`src/rtl/if_fetch.sv`:
```
// Instruction fetch: a PC register feeding a 2-entry {pc, instr} buffer toward decode.
// Define IF_MISALIGN_TRAP_EN to trap misaligned redirects: misalign_err pulses and fetch halts.
module if_fetch #(
  parameter logic [31:0] RESET_PC = 32'h00000000
) (
  input  logic        clk,
  input  logic        rst,
  output logic [31:0] imem_addr,
  input  logic [31:0] imem_instr,
  output logic        if_valid,
  output logic [31:0] if_instr,
  output logic [31:0] if_pc,
  input  logic        id_ready,
  input  logic        redirect_valid,
  input  logic [31:0] redirect_pc,
  output logic        misalign_err
);
  localparam int unsigned XLEN  = 32;
  localparam int unsigned DEPTH = 2;
  localparam int unsigned CNT_W = 2;
  localparam logic [XLEN-1:0] NOP = 32'h00000013;

`ifdef IF_MISALIGN_TRAP_EN
  localparam bit TRAP_EN = 1'b1;
`else
  localparam bit TRAP_EN = 1'b0;
`endif

  typedef enum logic {RUN, HALT} state_e;

  state_e           state_q, state_d;
  logic [XLEN-1:0]  pc_q, pc_d;
  logic [CNT_W-1:0] count_q, count_d;
  logic [XLEN-1:0]  hd_pc_q, hd_pc_d, hd_instr_q, hd_instr_d;
  logic [XLEN-1:0]  tl_pc_q, tl_pc_d, tl_instr_q, tl_instr_d;
  logic             misalign_q, misalign_d;
  logic             pop_c, push_c, misaligned_c;

  assign imem_addr    = pc_q;
  assign if_valid     = (count_q != '0);
  assign if_instr     = if_valid ? hd_instr_q : NOP;
  assign if_pc        = if_valid ? hd_pc_q : '0;
  assign misalign_err = misalign_q;

  // Next-state: redirect flushes and retargets; otherwise push at tail / pop at head.
  always_comb begin
    state_d      = state_q;
    pc_d         = pc_q;
    count_d      = count_q;
    hd_pc_d      = hd_pc_q;
    hd_instr_d   = hd_instr_q;
    tl_pc_d      = tl_pc_q;
    tl_instr_d   = tl_instr_q;
    misalign_d   = 1'b0;
    pop_c        = if_valid & id_ready;
    push_c       = (state_q == RUN) & ((count_q < CNT_W'(DEPTH)) | pop_c);
    misaligned_c = TRAP_EN & (redirect_pc[1:0] != 2'b00);

    if (redirect_valid) begin
      count_d = '0;
      pc_d    = {redirect_pc[XLEN-1:2], 2'b00};
      if (misaligned_c) begin
        state_d    = HALT;
        misalign_d = 1'b1;
      end else begin
        state_d = RUN;
      end
    end else begin
      if (push_c) begin
        pc_d = pc_q + XLEN'(4);
      end
      case ({push_c, pop_c})
        2'b11: begin
          // Count unchanged; the older survivor moves to the head.
          if (count_q == CNT_W'(1)) begin
            hd_pc_d    = pc_q;
            hd_instr_d = imem_instr;
          end else begin
            hd_pc_d    = tl_pc_q;
            hd_instr_d = tl_instr_q;
            tl_pc_d    = pc_q;
            tl_instr_d = imem_instr;
          end
        end
        2'b10: begin
          if (count_q == '0) begin
            hd_pc_d    = pc_q;
            hd_instr_d = imem_instr;
          end else begin
            tl_pc_d    = pc_q;
            tl_instr_d = imem_instr;
          end
          count_d = count_q + CNT_W'(1);
        end
        2'b01: begin
          hd_pc_d    = tl_pc_q;
          hd_instr_d = tl_instr_q;
          count_d    = count_q - CNT_W'(1);
        end
        default: ;
      endcase
    end
  end

  always_ff @(posedge clk or posedge rst) begin
    if (rst) begin
      state_q    <= RUN;
      pc_q       <= RESET_PC;
      count_q    <= '0;
      hd_pc_q    <= '0;
      hd_instr_q <= NOP;
      tl_pc_q    <= '0;
      tl_instr_q <= NOP;
      misalign_q <= 1'b0;
    end else begin
      state_q    <= state_d;
      pc_q       <= pc_d;
      count_q    <= count_d;
      hd_pc_q    <= hd_pc_d;
      hd_instr_q <= hd_instr_d;
      tl_pc_q    <= tl_pc_d;
      tl_instr_q <= tl_instr_d;
      misalign_q <= misalign_d;
    end
  end

endmodule
```
`config.mk`:
```
export PLATFORM = sky130hd
export DESIGN_NAME = if_fetch
export DESIGN_NICKNAME = d
export VERILOG_FILES = /design/src/rtl/if_fetch.sv
export SDC_FILE = /design/constraint.sdc
export NUM_CORES = 1
export LEC_CHECK = 0
export BUFFER_PORTS_ARGS = -buffer_cell sky130_fd_sc_hd__buf_2
export CAP_MARGIN = 20
export CORE_MARGIN = 2
export CORE_UTILIZATION = 59
export DETAILED_ROUTE_END_ITERATION = 8
export MAX_ROUTING_LAYER = met4
export PLACE_DENSITY = 0.86
export REMOVE_ABC_BUFFERS = 1
export SYNTH_ARGS = -nofsm -noshare
export SYNTH_HDL_FRONTEND = slang
export SYNTH_SLANG_ARGS = --single-unit
```
`constraint.sdc`:
```
create_clock -name clk -period 12.6 [get_ports clk]
set_input_delay 1.26 -clock clk [delete_from_list [all_inputs] [get_ports clk]]
set_output_delay 1.26 -clock clk [all_outputs]
set_load 0.01 [all_outputs]
```
==> flow_summary.yaml <==
clock_tree:
  tritoncts: "built"
  post_cts_resized: 0
  clockRootBuffer: "clkbuf_16"
  cts_setup_buffers: 0
  cts.sinks: 157
  clkLatencyLatePin_ns: 0.42
  clk_pin_slew_ns: 0.06
  clk_path_buf_depth: 2
  cts_hold_buf: 0
  cts_buffers: 17
  htreeDepth: 4
detailed_routing:
  wl_met2_um: 8000
  ant_nets: 0
  drt_first_iter_violations: 415
  wl_um: 16800
  firstDrtPassIters: 5
  via_per_inst: 5.62
  met1_length_um: 7490
  drc: 0
  maxUsedRoutingLayer: "met4"
  vias: 5799
  wl_met3_um: 1060
  wl_per_cell_um: 16.3
die:
  initial_core_util_pct: 60.5
  die_w_um: 118
  ios: 166
  dieArea_um2: 13900
  row_count: 41
  fp.dieH_um: 118
  placeableCoreArea_um2: 12700
layout:
  final_common_cell: "buf_2"
  num-nets-final: 918
  areaGrowthSynthToFinish_pct: 19.1
  final_cell_mix: "160 x buf_2, 151 x dfrtp_1, 81 x nor2_1"
  drive_above_1_share_pct: 31.9
  finalNonFillerCells: 1032
synth:
  synth-seq-cells: 157
  syn_area_um2: 7670
  ys.flop_type: "dfrtp_1"
  synth_top_area_share_pct: 49.3
  synthCells: 717
  async_flop_share_pct: 100
  synth_warnings: 0
  synth_edf_count: 0
  ys_types: 50
  synth_area_leaders: "dfrtp_1 49%, mux2_2 8.7%, mux2i_1 8.2%"
  synth_top_area_cell: "dfrtp_1"
  avgSynthCellArea_um2: 10.7
  ys_seq_area_share_pct: 51.3
timing:
  holdWs_ns: 0.487
  finalHoldViolations: 0
  rsz0062_at_grt: "no"
  finClkSkew_ns: 0.00887
  fmax_mhz: 234
  min_period_over_period_pct: 33.9
  final_max_slew_viol_count: 0
  finalSetupViolCount: 0
  fin_crit_ns: 4.27
  fin_tns_setup_ns: 0
  worstMarginPinSlew_ns: 1.08
  max_slew_margin_pct: 27.8
placed_design:
  dpl.hpwl_um: 10400
  gp_congestion: 0.807
  dp_cells: 998
  portBuffers: 160
flow_run:
  cap_violations: 0
global_routing:
  grt_overflow: 0
  grt_pass1_vias: 5530
  track_usage_pct: 25.7
  grt_start_max_net_pins: 104
  grt_antenna_before_repair: 1
  grt_pass1_wl_um: 28000
critical_path:
  crit_path_end_kind: "flip-flop"
  cp_max_fo: 47
  crit_type: "flip-flop to flip-flop"
  crit_required_ns: 12.90
  crit_arrival_ns: 4.58
  startpoint_type: "flip-flop"
run_status:
  outcome: "completed"
power:
  p_per_area_nw_per_um2: 263
  max-vdd-ir-drop_v: 0.000227
  p_leak_nw: 4.20
hold_path:
  hold_class: "flip-flop to flip-flop"
path summary, 6_finish.rpt:
kind,from,endpoint,slack [ns],cells after the start
min in group asynchronous,rst,tl_instr_q[25],1.01,2
min reg2reg,tl_instr_q[22],tl_instr_q[22],0.49,1
max reg2reg,count_q[1],tl_instr_q[26],8.33,8
max in group asynchronous,rst,imem_addr[11],10.24,3
max,count_q[1],tl_instr_q[26],8.33,8
min,tl_instr_q[22],tl_instr_q[22],0.49,1
worst max-delay path, stage by stage, from the launching register on:
cell and delay [ns]:
dfrtp_1 0.70, inv_1 0.38, ha_2 0.29, nor2b_1 0.68
nor2_1 0.22, a2111oi_4 0.64, buf_8 0.24, buf_4 0.53
mux2_2 0.42
cell usage after synthesis (all sizes together), types with 6 or more instances:
cell type / n
dfrtp: 151
nor2: 81
a21oi: 68
mux2i: 63
nor2b: 63
mux2: 62
clkbuf: 36
buf: 20
nand2: 20
o21ai: 16
a31oi: 15
or4: 15
nand3: 13
o31ai: 13
inv: 12
nand4: 8
xnor2: 8
dfstp: 6
report_power, final:
group	leakage, nW	internal, W	switching, W
registers	1.79	0.000729	0.000125
clock network	0.302	0.000337	0.000208
logic	2.11	0.000463	0.000540
cell families after synthesis:
kind of cell,after synthesis,share of synthesized area (%)
compound gates,133,10.4
xor+xnor,9,1.03
fa+ha+maj,4,0.653
buf+inv,69,4.24
flops,157,51.3
mux,125,17.3
other cells,1,0.0489
simple gates,219,15.0
stage by stage:
step                total power (W)  instance area (um^2)  utilization, %  setup WS, ns
CTS                         0.00242                  9110            71.9          7.98
finish                      0.00240                  9130            72.0          8.33
global placement            0.00182                  8480            66.9          8.11
floorplan                   0.00159                  7390               -          5.57
global route                0.00256                  9130            72.0          7.92
detailed placement          0.00186                  8480            66.9          7.96
sequential cells by signal, summed over array words and instances (netlist names):
| name | flops |
|---|---|
| count_q | 2 |
| hd_instr_q | 32 |
| hd_pc_q | 31 |
| imem_addr | 30 |
| tl_instr_q | 32 |
| tl_pc_q | 30 |
final cells by class:
| cell class | instances | area [um^2] |
|---|---|---|
| fillers | 936 | 3540 |
| repair buffers | 165 | 846 |
| clock inverters | 14 | 193 |
| flip-flops and latches | 157 | 3940 |
| multi-input cells | 493 | 3450 |
| well taps | 172 | 215 |
| diodes | 1 | 2.50 |
| clock buffers | 18 | 439 |
| inverters | 12 | 50.0 |
metal layers:
layer	vias up	GRT usage [%]
li1	2784	-
met1	2777	33.9
met2	221	40.0
met4	0	7.91
met3	17	5.81
met5	-	-
Power figures use the tool's default switching activity.
